## src/rtl/ex_mem_reg.sv

```systemverilog
// ex_mem_reg: EX/MEM pipeline register with branch resolve, overflow trap and sticky EPC; EX_MEM_FLAGS_EN adds registered ALU flags
module ex_mem_reg #(
  parameter int DATA_W     = 32,
  parameter int REG_ADDR_W = 5
) (
  input  logic                  clk,
  input  logic                  rst_n,
  input  logic                  stall,
  input  logic                  flush,
  input  logic                  in_valid,
  input  logic [DATA_W-1:0]     alu_f,
  input  logic                  alu_z,
  input  logic                  alu_ov,
  input  logic                  alu_co,
  input  logic                  ov_trap_en,
  input  logic [DATA_W-1:0]     rt_data,
  input  logic [DATA_W-1:0]     pc,
  input  logic [DATA_W-1:0]     br_target,
  input  logic [REG_ADDR_W-1:0] dest_reg,
  input  logic                  reg_write,
  input  logic                  mem_read,
  input  logic                  mem_write,
  input  logic                  branch_eq,
  input  logic                  branch_ne,
  input  logic                  exc_ack,
  output logic                  m_valid,
  output logic [DATA_W-1:0]     m_alu_result,
  output logic [DATA_W-1:0]     m_store_data,
  output logic [REG_ADDR_W-1:0] m_dest_reg,
  output logic                  m_reg_write,
  output logic                  m_mem_read,
  output logic                  m_mem_write,
  output logic                  br_taken,
  output logic [DATA_W-1:0]     br_pc,
  output logic                  exc_pending,
`ifdef EX_MEM_FLAGS_EN
  output logic                  m_z,
  output logic                  m_ov,
  output logic                  m_co,
`endif
  output logic [DATA_W-1:0]     epc
);
  logic capture, trap;
  logic valid_q, valid_d, rw_q, rw_d, mr_q, mr_d, mw_q, mw_d, bt_q, bt_d, pend_q, pend_d;
  logic [DATA_W-1:0] alu_q, alu_d, sd_q, sd_d, bpc_q, bpc_d, epc_q, epc_d;
  logic [REG_ADDR_W-1:0] dest_q, dest_d;
  always_comb begin
    capture = ~flush & ~stall;
    trap    = capture & in_valid & ov_trap_en & alu_ov;
    valid_d = flush ? 1'b0 : stall ? valid_q : in_valid;
    rw_d    = flush ? 1'b0 : stall ? rw_q : in_valid & reg_write & ~trap;
    mr_d    = flush ? 1'b0 : stall ? mr_q : in_valid & mem_read;
    mw_d    = flush ? 1'b0 : stall ? mw_q : in_valid & mem_write & ~trap;
    bt_d    = flush ? 1'b0 : stall ? bt_q : in_valid & ((branch_eq & alu_z) | (branch_ne & ~alu_z));
    alu_d   = capture ? alu_f : alu_q;
    sd_d    = capture ? rt_data : sd_q;
    dest_d  = capture ? dest_reg : dest_q;
    bpc_d   = capture ? br_target : bpc_q;
    pend_d  = trap ? 1'b1 : exc_ack ? 1'b0 : pend_q;
    epc_d   = trap & (~pend_q | exc_ack) ? pc : epc_q;
  end
  always_ff @(posedge clk or negedge rst_n) begin
    if (!rst_n) begin
      valid_q <= 1'b0;
      rw_q    <= 1'b0;
      mr_q    <= 1'b0;
      mw_q    <= 1'b0;
      bt_q    <= 1'b0;
      alu_q   <= '0;
      sd_q    <= '0;
      dest_q  <= '0;
      bpc_q   <= '0;
      pend_q  <= 1'b0;
      epc_q   <= '0;
    end else begin
      valid_q <= valid_d;
      rw_q    <= rw_d;
      mr_q    <= mr_d;
      mw_q    <= mw_d;
      bt_q    <= bt_d;
      alu_q   <= alu_d;
      sd_q    <= sd_d;
      dest_q  <= dest_d;
      bpc_q   <= bpc_d;
      pend_q  <= pend_d;
      epc_q   <= epc_d;
    end
  end
  assign m_valid      = valid_q;
  assign m_alu_result = alu_q;
  assign m_store_data = sd_q;
  assign m_dest_reg   = dest_q;
  assign m_reg_write  = rw_q;
  assign m_mem_read   = mr_q;
  assign m_mem_write  = mw_q;
  assign br_taken     = bt_q;
  assign br_pc        = bpc_q;
  assign exc_pending  = pend_q;
  assign epc          = epc_q;
`ifdef EX_MEM_FLAGS_EN
  logic [2:0] flg_q, flg_d;
  always_comb flg_d = capture ? {alu_z, alu_ov, alu_co} : flg_q;
  always_ff @(posedge clk or negedge rst_n) begin
    if (!rst_n) flg_q <= '0;
    else flg_q <= flg_d;
  end
  assign {m_z, m_ov, m_co} = flg_q;
`else
  logic unused_co;
  assign unused_co = alu_co;
`endif
endmodule

```

## config.mk

```make
export PLATFORM = sky130hd
export DESIGN_NAME = ex_mem_reg
export DESIGN_NICKNAME = d
export VERILOG_FILES = /design/src/rtl/ex_mem_reg.sv
export SDC_FILE = /design/constraint.sdc
export NUM_CORES = 1
export LEC_CHECK = 0
export BUFFER_PORTS_ARGS = -buffer_cell sky130_fd_sc_hd__buf_4
export CORE_MARGIN = 2
export CORE_UTILIZATION = 44
export CTS_CLUSTER_SIZE = 24
export DETAILED_ROUTE_END_ITERATION = 8
export GPL_TIMING_DRIVEN = 0
export PLACE_DENSITY = 0.79
export SYNTH_ARGS = -nofsm -noshare
export SYNTH_HDL_FRONTEND = slang
export SYNTH_SLANG_ARGS = --single-unit
```

## constraint.sdc

```tcl
create_clock -name clk -period 1.9 [get_ports clk]
set_input_delay 0.19 -clock clk [delete_from_list [all_inputs] [get_ports clk]]
set_output_delay 0.19 -clock clk [all_outputs]
set_load 0.02 [all_outputs]
```

==> summary by stage, run 1 <==
Status
The run finished with clean final reports.

GRT
The initial antenna violation count is 0. The number of global-route vias before repair is 4,467. Global routing finished with a remaining overflow of 0. The total global-route track usage is 0.2340. Entering global routing, the biggest net connects 75 pins. The first global-routing pass estimated 22,670 um of wire.

Synth
The part of the Yosys area used for sequential elements is 0.6721. When the netlist entered floorplanning its net count stood at 450. The mapped netlist covers 0.005175 mm^2.

The number of distinct library cell variants in the gate-level netlist after synthesis is 18. Yosys printed 0 warnings. The flip-flop and latch count after synthesis is 139. The gate count of the mapped netlist is 302. A synthesized cell averages 17.14 um^2.

Clock tree
For this design, the sink count on the clock tree is 139. TritonCTS created 17 clock buffers. CTS built an H-tree with a depth of 4.

In this run the post-CTS setup repair buffer count came out at 0. In this run the deepest clock path goes through 2 buffers. After clock tree synthesis, the clock-pin slew on the worst setup and hold paths is 0.05 ns. TritonCTS built the clock tree. The library cell used as clock root buffer is clkbuf_16. The later pin in the worst-skew pair is clocked with a latency of 0.41 ns.

Floorplanning
The die boundary height is 112.5 um. In this run the count of I/O pins placed on the die edge is 287. The core region is 0.01147 mm^2.

Row generation in the floorplan step produced 39 rows. For this configuration, the core starts out at a cell density of 0.4513. The area of the die is 0.01265 mm^2.

The chip width is 112.5 um.

Setup path
For this design, the slowest cell found on the critical path is dfrtp_1. The worst setup path is of the flop to flop kind. For flop-to-flop paths, the worst setup slack is 0.36 ns.

The worst path arrival time is 1.82 ns. The critical path data required time is 2.19 ns. The kind of end point of the critical path is a flop.

The critical path starts at exc_pending$_DFFE_PN0P_. The startpoint type of the worst setup path is a flop. The critical path goes through nor2b_1 > nor3_4 > buf_6 > mux2_2.

For this run, the slowest stage of the critical path takes 0.36 ns. The startpoint identified for the worst register-to-register timing path is exc_pending$_DFFE_PN0P_. Of all nets on the critical path, the largest fanout is 10.

Power
The analysis attributes to cell leakage a power of 0.004053 uW. The total design power is 9101 uW. The power density over the cells is 1088 mW/mm^2.

IR analysis of the VDD net gives a maximum drop of 785.6 uV.

Finish
The number of antenna diodes in the final layout is 0. Of the cells placed in the final design, the portion with a size suffix greater than 1 is 0.6965. The area added between synthesis and finish is 61.68%. At the end of the flow, the number of nets in the layout was 786. The filler cells instantiated in the layout total 736.

STA
Setup repair after global routing left no endpoint under its margin. The clock tree skew after final layout is 0.002152 ns. Hold timing on the final database bottoms out at a slack of 0.01337 ns. The total count of hold-check failures in the final report is 0. The total count of max-transition violations in the final report is 0.

Of the available clock period, the critical path in the final layout requires 0.8086. The transition time of the tightest slew-check pin is 0.6353 ns. The setup TNS after final layout is 0 ns. Derived from the worst setup path, the maximum achievable clock frequency is 650.9 MHz. The worst path needs 1.536 ns of the cycle, external delays included. The number of setup violations in the final report is 0. Measured against its own limit, the worst slew margin works out to 0.5765.

Detailed routing
The DRC violations left is 0. For this block, the via count after detailed routing is 3,862. The first TritonRoute pass finished after 4 iterations.

In the final routed layout, each cell accounts on average for 18.32 um. The detailed-route vias per instance is 4.876. The post-detailed-route count of antenna-violating nets is 0. After the first detailed-routing iteration, the DRC count stood at 134. The total wire length after detailed routing is 14,510 um.

Placed design
Summed over all nets, the half-perimeter wirelength after detailed placement is 10,790 um. At the end of routability-driven placement, the weighted congestion stood at 0.8080. The number of input and output port buffers inserted is 285.

Flow run
Max-cap violations in this run came to 0.

Hold path
The startpoint identified for the worst hold timing path is br_target[5]. The tightest min-delay check is of the input port to flop type.
## Yosys cell counts (all sizes together)
| library cell | number | area [um^2] |
|---|---|---|
| a21oi | 1 | 5.000 |
| a22o | 2 | 17.52 |
| a32o | 1 | 10.01 |
| buf | 13 | 81.33 |
| clkbuf | 1 | 3.750 |
| dfrtp | 139 | 3478 |
| mux2 | 133 | 1498 |
| mux2i | 1 | 10.01 |
| nand2 | 4 | 15.01 |
| nor2 | 1 | 3.750 |
| nor2b | 2 | 12.51 |
| nor3 | 1 | 16.27 |
| o21ai | 1 | 5.000 |
| o21bai | 1 | 7.510 |
| or3b | 1 | 11.26 |
## critical path, delay by kind of cell, from the launching register on
family | cells | cell delay, ns
AND/OR/NAND/NOR | 2 | 0.50
flip-flops | 1 | 0.36
multiplexers | 1 | 0.35
buffers and inverters | 1 | 0.20
## metrics by stage
stage               area, um^2  utilization  setup slack (ns)  instances
floorplan                 5175            -            0.3666        302
global placement          7493       0.6535           0.05788        730
detailed placement        7525       0.6562           0.01239        731
CTS                       8357       0.7288            0.3572        791
global route              8367       0.7296            0.2686        792
finish                    8367       0.7296            0.3637        792
## what timing repair did
item | CTS | global route
hold endpoints to repair | 94 | 1
hold buffers | 30 | 1
resized for setup | 0 | 0
## placed cells by master, fill, tap and decap left out, types with 3 or more instances in the layout
cell type / n
clkbuf_1: 9
dfrtp_1: 139
nand2_1: 4
dlygate4sd3_1: 31
mux2_2: 131
buf_2: 8
clkbuf_16: 17
buf_4: 284
buf_6: 4
clkbuf_8: 3
## logic make-up after synthesis
| group | share of synthesized area |
|---|---|
| multiplexers | 0.2913 |
| AO/OA/AOI/OAI | 0.008703 |
| flip-flops | 0.6721 |
| buffers and inverters | 0.01644 |
| AND/OR/NAND/NOR | 0.01136 |
## report_power, final
part           switching (uW)  total (uW)  internal, uW  leakage [uW]
Combinational            1160        2380          1220       0.00214
Clock                    1110        3000          1890      0.000259
Sequential                272        3720          3450       0.00166
Total                    2540        9100          6560       0.00405
## cell type report
type	instances	area (um^2)	share of cell area
buffer	14	85.08	0.01017
sequential	139	3478	0.4157
timing repair buffer	317	2481	0.2965
clock inverter	2	35.03	0.004187
multi-input combinational	149	1612	0.1926
tap	143	178.9	0.02138
clock buffer	28	496.7	0.05937
## routing by layer
metal | vias to the layer above | GRT usage | routed length [um]
met5 | - | 0 | 0
met4 | 0 | 0.08780 | 309
met3 | 26 | 0.08315 | 1266
met2 | 199 | 0.4321 | 7969
met1 | 1899 | 0.2433 | 4961
li1 | 1738 | - | -
## worst paths after layout
path	end	depth (start not counted)
setup reg to reg	epc[9]$_DFFE_PN0P_	4
min in group asynchronous	br_pc[11]$_DFFE_PN0N_	2
hold reg to reg	epc[5]$_DFFE_PN0P_	1
hold / removal	br_pc[5]$_DFFE_PN0N_	2
max in group asynchronous	m_alu_result[8]$_DFFE_PN0N_	3
setup / recovery	epc[9]$_DFFE_PN0P_	4
Note: power is estimated with default switching activity, not from simulation.
==> run 2, diff against run 1 <==
--- a/config.mk
+++ b/config.mk
@@ -5,13 +5,14 @@
 export SDC_FILE = /design/constraint.sdc
 export NUM_CORES = 1
 export LEC_CHECK = 0
+export ABC_AREA = 1
 export BUFFER_PORTS_ARGS = -buffer_cell sky130_fd_sc_hd__buf_4
 export CORE_MARGIN = 2
-export CORE_UTILIZATION = 44
+export CORE_UTILIZATION = 45
 export CTS_CLUSTER_SIZE = 24
 export DETAILED_ROUTE_END_ITERATION = 8
 export GPL_TIMING_DRIVEN = 0
-export PLACE_DENSITY = 0.79
+export PLACE_DENSITY = 0.8
 export SYNTH_ARGS = -nofsm -noshare
 export SYNTH_HDL_FRONTEND = slang
 export SYNTH_SLANG_ARGS = --single-unit
==> constraint.sdc (replaced) <==
create_clock -name clk -period 1.55 [get_ports clk]
set_input_delay 0.155 -clock clk [delete_from_list [all_inputs] [get_ports clk]]
set_output_delay 0.155 -clock clk [all_outputs]
set_load 0.02 [all_outputs]
==> run 2 against run 1 <==
Against the previous run: synthesized area increased by 2.9%; critical path depth grew 1; fmax grew 13%; worst hold slack lost 0.0010 ns; design area grew 15%; count of clock-buffer cells in the layout down 10; highest routed layer unchanged; routed wire length rose by 43%; global-route usage up 9.8 points; setup slack got worse by 0.17 ns.
==> summary by stage, run 2 <==
Placed design
The detailed placement HPWL is 11,570 um. The last weighted congestion value of the routability-driven placer is 0.7821. The number of input and output port buffers inserted is 285. Including well taps, the total number of placed cells is 1,027.

Setup path
The kind of critical path is flop to flop. The critical path data required time is 1.85 ns. The worst setup path is launched from a flop. The worst setup path is captured at a flop.

Along the worst path, the maximum fanout reaches 10. The largest single stage delay on the critical path is 0.38 ns. On the critical path, the stage with the largest delay is an instance of dfrtp_1. The critical path goes through nand2_1 > nand4_1 > buf_2 > nand2_1 > nand2_1. Data on the critical path arrives at its endpoint at 1.66 ns.

The library cell appearing most often on the critical path is nand2_1.

Power
The total design power is 11,640 uW. The power density over the cells is 1208 mW/mm^2. The total leakage power is 0.005335 uW.

The largest vdd supply drop is 912.3 uV.

Synth
By count the netlist is led by nand2_1 (377), dfrtp_1 (139), nand3_1 (37). Sorting the synthesized cells by area gives the leading types as dfrtp_1 (65%), nand2_1 (27%), nand3_1 (3.5%), buf_2 (2.2%), buf_6 (0.63%). The mapped netlist covers 0.005324 mm^2. Synthesis inferred 139 register bits.

The count of flip-flops with a built-in enable after synthesis is 0. The number of distinct library cell variants in the gate-level netlist after synthesis is 13. Among all flip-flop cells after synthesis, the most frequent one is dfrtp_1. The share of synthesized area in the top cell type comes to 0.6533. Synthesis produced a netlist with a net count of 746.

The count of warnings emitted by yosys is 0. The post-synthesis async set-or-reset flop share is 1.000. The most numerous cell in the Yosys netlist is nand2_1. Of all cell types, the one taking the most synthesized area is dfrtp_1. The cell count after synthesis came out at 598. The part of the Yosys area used for sequential elements is 0.6533. Averaged over all synthesized cells, the footprint is 8.903 um^2.

Finish
The commonest non-fill, non-tap cell in the layout is nand2_1. Of the cells placed in the final design, the portion with a size suffix greater than 1 is 0.3305. At the end of the flow, the number of nets in the layout was 1,185. The area added between synthesis and finish is 81.08%. The number of standard cells in the final layout excluding fillers is 1,193. The library cells used most frequently in the layout, excluding fill and tap cells, are nand2_1 (377), buf_4 (284), dfrtp_1 (139).

The number of antenna diodes in the final layout is 0.

Detailed routing
The detailed-router iteration count before antenna repair is 5. Dividing the detail-routed via count by the number of cells gives 5.008. Dividing the detail-routed wire length by the instance count gives 17.36 um. The total vias in the final route is 5,974. For this block, the routed nets add up to 20,720 um of wire. The detailed router finished its first iteration with 398 violations. The detail route stage leaves a number of antenna-violating nets equal to 0. The DRC violations left is 0.

Status
The run finished with clean final reports.

Flow run
The tool flagged a number of max-cap violations equal to 0.

Clock tree
Clock-pin slew was measured on the worst setup and hold paths at 0.06 ns. The clock tree from TritonCTS is done. For the worst-skew pair, the clock arrives at the later sink with an insertion delay of 0.41 ns. The clock sink total is 139.

The total CTS buffers is 17. The library cell used as clock root buffer is clkbuf_16. The buffer depth of the longest clock path is 2. The H-tree was split into 4 levels.

Floorplanning
The number of I/O pins is 287. Row generation in the floorplan step produced 39 rows. The initial utilization of the core area, before any placement, comes to 0.4643.

The area of the die is 0.01272 mm^2. The die is 112.8 um tall. The floorplan core area is 0.01147 mm^2. The chip width is 112.8 um.

STA
The transition time of the tightest slew-check pin is 0.4916 ns. On the final layout, the worst hold slack is 0.01234 ns. Derived from the worst setup path, the maximum achievable clock frequency is 737.3 MHz.

Setup repair after global routing left no endpoint under its margin. For the finished layout, the period the worst path requires is 1.356 ns. The headroom to the max-slew limit is 0.6723. The clock tree skew after final layout is 0.005729 ns.

The total count of max-transition violations in the final report is 0. Setup violations remaining at the end of the flow were counted as 0. The total count of hold-check failures in the final report is 0.

Of the available clock period, the critical path in the final layout requires 0.8751.

GRT
The initial antenna violation count is 0. The maximum number of pins on one net before global-route repair is 89. The number of global-route vias before repair is 6,487. The first global-routing pass estimated 32,840 um of wire. For this run the aggregate overflow at the end of global routing stands at 0.

The total global-route track usage is 0.3321.

Hold path
The path class of the tightest hold or removal check is input port to flop.
[run 2: layout make-up]
type | instances | area, um^2
Buffer | 31 | 167.7
Tap cell | 143 | 178.9
Fill cell | 566 | 1827
Sequential cell | 139 | 3478
Inverter | 6 | 22.52
Timing Repair Buffer | 420 | 3512
Clock buffer | 18 | 429.2
Multi-Input combinational cell | 422 | 1655
Clock inverter | 14 | 196.4
[run 2: worst max-delay path: cells and delay by family (launching register included)]
kind,cells,cell delay (ns)
AND/OR/NAND/NOR,4,0.61
buffers and inverters,1,0.25
flip-flops,1,0.38
[run 2: cell families after synthesis]
kind of cell | synth area share
buffers and inverters | 0.03572
and+or+nand+nor | 0.3072
AOI/OAI and AO/OA | 0.003760
DFF | 0.6533
[run 2: through the flow]
| step | setup TNS (ns) | utilization | area, um^2 | setup WS, ns |
|---|---|---|---|---|
| after global placement | -31.40 | 0.6664 | 7642 | -0.2368 |
| final | 0 | 0.8407 | 9641 | 0.1937 |
| after CTS | 0 | 0.8407 | 9641 | 0.2073 |
| after floorplan | 0 | - | 5324 | 0.3532 |
| after global routing | 0 | 0.8407 | 9641 | 0.1068 |
| after detailed placement | 0 | 0.6692 | 7674 | 0.2170 |
[run 2: routing by layer]
metal  part of all wire  vias up  wire length, um  GRT usage
met5                  0        -                0          0
met4              0.042        0              870     0.1569
met3              0.073       70             1506    0.09213
met2               0.53      312            10970     0.6084
met1               0.36     2881             7367     0.3525
li1                   -     2711                -          -
[run 2: report_power, final]
part	total (uW)	internal, uW	switching (uW)
clock network	4290	2700	1590
registers	4470	4140	333
logic	2880	1310	1570
total	11600	8150	3490
[run 2: repair_timing]
action	in CTS	in global routing
endpoints found under the hold margin	184	0
gates resized for setup	0	0
buffers inserted	0	0
hold buffers	134	0
[run 2: worst paths after layout]
check | to | cells past startpoint | startpoint | slack (ns)
min | epc[3]$_DFFE_PN0P_ | 3 | pc[3] | 0.01
max | epc[28]$_DFFE_PN0P_ | 5 | exc_pending$_DFFE_PN0P_ | 0.19
max reg2reg | epc[28]$_DFFE_PN0P_ | 5 | exc_pending$_DFFE_PN0P_ | 0.19
max in group asynchronous | m_reg_write$_DFFE_PN0P_ | 3 | rst_n | 0.49
min reg2reg | m_store_data[22]$_DFFE_PN0N_ | 2 | m_store_data[22]$_DFFE_PN0N_ | 0.47
min in group asynchronous | m_store_data[13]$_DFFE_PN0N_ | 2 | rst_n | 0.28
==> run 3, diff against run 2 <==
==> constraint.sdc (replaced) <==
create_clock -name clk -period 1.28 [get_ports clk]
set_input_delay 0.128 -clock clk [delete_from_list [all_inputs] [get_ports clk]]
set_output_delay 0.128 -clock clk [all_outputs]
set_load 0.02 [all_outputs]
==> run 3 against run 2 <==
Against the previous run: the run now ends with setup timing left; fmax is 5.3% higher; critical path depth up 1; routed wire length increased by 2.8%; global-route usage is 0.72 points higher; sequential power up 21%; register-to-register slack worse by 0.20 ns; count of clock-buffer cells in the layout is the same; via count grew 2.0%; critical path type unchanged; critical endpoint is now epc[20]$_DFFE_PN0P_; largest power group unchanged; highest routed layer unchanged.
==> summary by stage, run 3 (synthesized netlist as in run 2, its figures left out) <==
Status
The flow ran to the end, but the final reports show violations. The final reports fail on setup timing.

Setup path
The slowest stage of the critical path is the dfrtp_1 cell. The worst path arrival time is 1.59 ns. For this run, the slowest stage of the critical path takes 0.43 ns. Along the worst path, the maximum fanout reaches 10.

The kind of end point of the critical path is a flop. The kind of critical path is flop to flop. The startpoint type of the worst setup path is a flop. The critical path data required time is 1.59 ns. The number of buffer and inverter instances along the worst setup path is 2. The cell type group with the largest total delay on the critical path is flip-flops. The signal on the critical path passes through nand2_4 > nand4_1 > buf_6 > buf_6 > nand2_1 > nand2_1.

GRT
The initial antenna violation count is 0. The global-route wire length before repair is 33,470 um. Entering global routing, the biggest net connects 89 pins. The total global-route track usage is 0.3393. The leftover overflow at the end of global routing is 0. The number of global-route vias before repair came to 6,545.

Power
The total design power is 14,150 uW. The largest vdd supply drop is 1104 uV. The total leakage power is 0.005410 uW.

The power density over the cells is 1449 mW/mm^2.

Clock tree
The clock tree from TritonCTS is done. Buffers inserted during clock tree synthesis total 17. After clock tree synthesis, the clock-pin slew on the worst setup and hold paths is 0.06 ns. The clock tree synthesis step divided the H-tree into 4 levels.

The clock sink total is 139. CTS placed an instance of clkbuf_16 at the clock tree root. The buffer depth of the longest clock path is 2. The clock network latency to the later pin of the worst-skew pair is 0.42 ns.

STA
Setup violations remaining at the end of the flow were counted as 1. Static timing analysis puts the maximum clock frequency at 776.2 MHz. The total count of max-transition violations in the final report is 0. The clock tree skew after final layout is 0.005095 ns. Setup slack on the critical path of the routed design comes to -0.008394 ns. The share of the clock period used by the worst path is 1.007. The final critical-path required period is 1.288 ns. Measured against its own limit, the worst slew margin works out to 0.6679. The worst hold slack is 0.02037 ns. The total count of hold-check failures in the final report is 0.

The transition time of the tightest slew-check pin is 0.4981 ns.

Detailed routing
The wire length per cell is 17.69 um. The detailed-router iteration count before antenna repair is 5. The total wire length after detailed routing is 21,300 um. The violation count after the first detailed-route iteration is 421.

The DRC violations left is 0. The detailed-route vias per instance is 5.061. Once detail routing completed, the nets flagged for antenna violations numbered 0.

The total vias in the final route is 6,094.

Floorplanning
The floorplan core area is 0.01147 mm^2. The site row count is 39. 287 I/O pins were placed. The starting utilization of the core area is 0.4643.

The area of the die is 0.01272 mm^2. The chip width is 112.8 um. The die boundary height is 112.8 um.

Placed design
The detailed placement HPWL is 11,570 um. At the placement stage, the worst setup path has a slack of -0.05303 ns. The last weighted congestion value of the routability-driven placer is 0.7821. The count of buffers added on input and output ports is 285.

Hold path
In this run the worst hold path is classified as input port to flop.

Finish
In the layout the commonest cells are nand2_1 (376), buf_4 (289), dfrtp_1 (139). The antenna diode count is 0. The layout net count is 1,196. Measured on the finished design, the core utilization comes to 0.8516. In the final layout, the share of cells above drive strength 1 is 0.3384. Leaving out fill and tap cells, the most frequent cell in the layout is nand2_1.

Relative to the synthesized area, the layout overhead comes to 83.43%.

Flow run
Across the run, the number of max-cap violations was 0.
## run 3: changes by cell type in the layout (fill, tap and decap cells not counted), sizes merged
cell | previous run | this run
buf | 313 | 321
dlygate4sd3 | 134 | 137
## run 3: worst paths after layout
check	cells after the start	startpoint	endpoint	slack, ns
setup / recovery	6	exc_pending$_DFFE_PN0P_	epc[20]$_DFFE_PN0P_	-0.008
hold / removal	3	stall	m_mem_read$_DFFE_PN0P_	0.02
setup reg to reg	6	exc_pending$_DFFE_PN0P_	epc[20]$_DFFE_PN0P_	-0.008
hold reg to reg	2	m_store_data[22]$_DFFE_PN0N_	m_store_data[22]$_DFFE_PN0N_	0.47
max in group asynchronous	3	rst_n	epc[25]$_DFFE_PN0P_	0.23
min in group asynchronous	2	rst_n	m_store_data[13]$_DFFE_PN0N_	0.24
## run 3: cell type report
| class | count | area [um^2] |
|---|---|---|
| Inverter | 6 | 22.52 |
| Buffer | 31 | 190.2 |
| Tap cell | 143 | 178.9 |
| Clock buffer | 18 | 429.2 |
| Multi-Input combinational cell | 422 | 1663 |
| Fill cell | 531 | 1702 |
| Timing Repair Buffer | 431 | 3607 |
| Sequential cell | 139 | 3478 |
| Clock inverter | 14 | 196.4 |
## run 3: per-layer routing
metal  track usage  share of wire  wire length, um
met4        0.1618          0.046              976
met2        0.6244           0.53            11320
met1        0.3575           0.35             7389
met3       0.09320          0.076             1618
met5             0              0                0
## run 3: worst register-to-register path, cell delays in order (launching register included)
cell     delay, ns
dfrtp_1       0.43
nand2_4       0.11
nand4_1       0.17
buf_6         0.18
buf_6         0.13
nand2_1       0.09
nand2_1       0.06
## run 3: timing repair
item	4_1_cts	5_1_grt
buffers inserted	2	5
gates cloned	0	1
setup endpoints to repair	31	31
resized for setup	1	18
hold endpoints to repair	187	0
hold buffers	137	0
pin swaps	1	2
## run 3: stage by stage
stage	TNS [ns]	instance area (um^2)	instances
floorplan	0	5324	598
global placement	-65.38	7642	1026
global route	-0.1155	9766	1204
finish	-0.008394	9766	1204
detailed placement	-0.7414	7674	1027
CTS	0	9688	1198
## run 3: where the power goes
part           switching [uW]  leakage (uW)  internal (uW)  total (uW)
sequential                406       0.00174           5010        5420
combinational            1910       0.00338           1600        3520
clock                    1940      0.000296           3270        5210
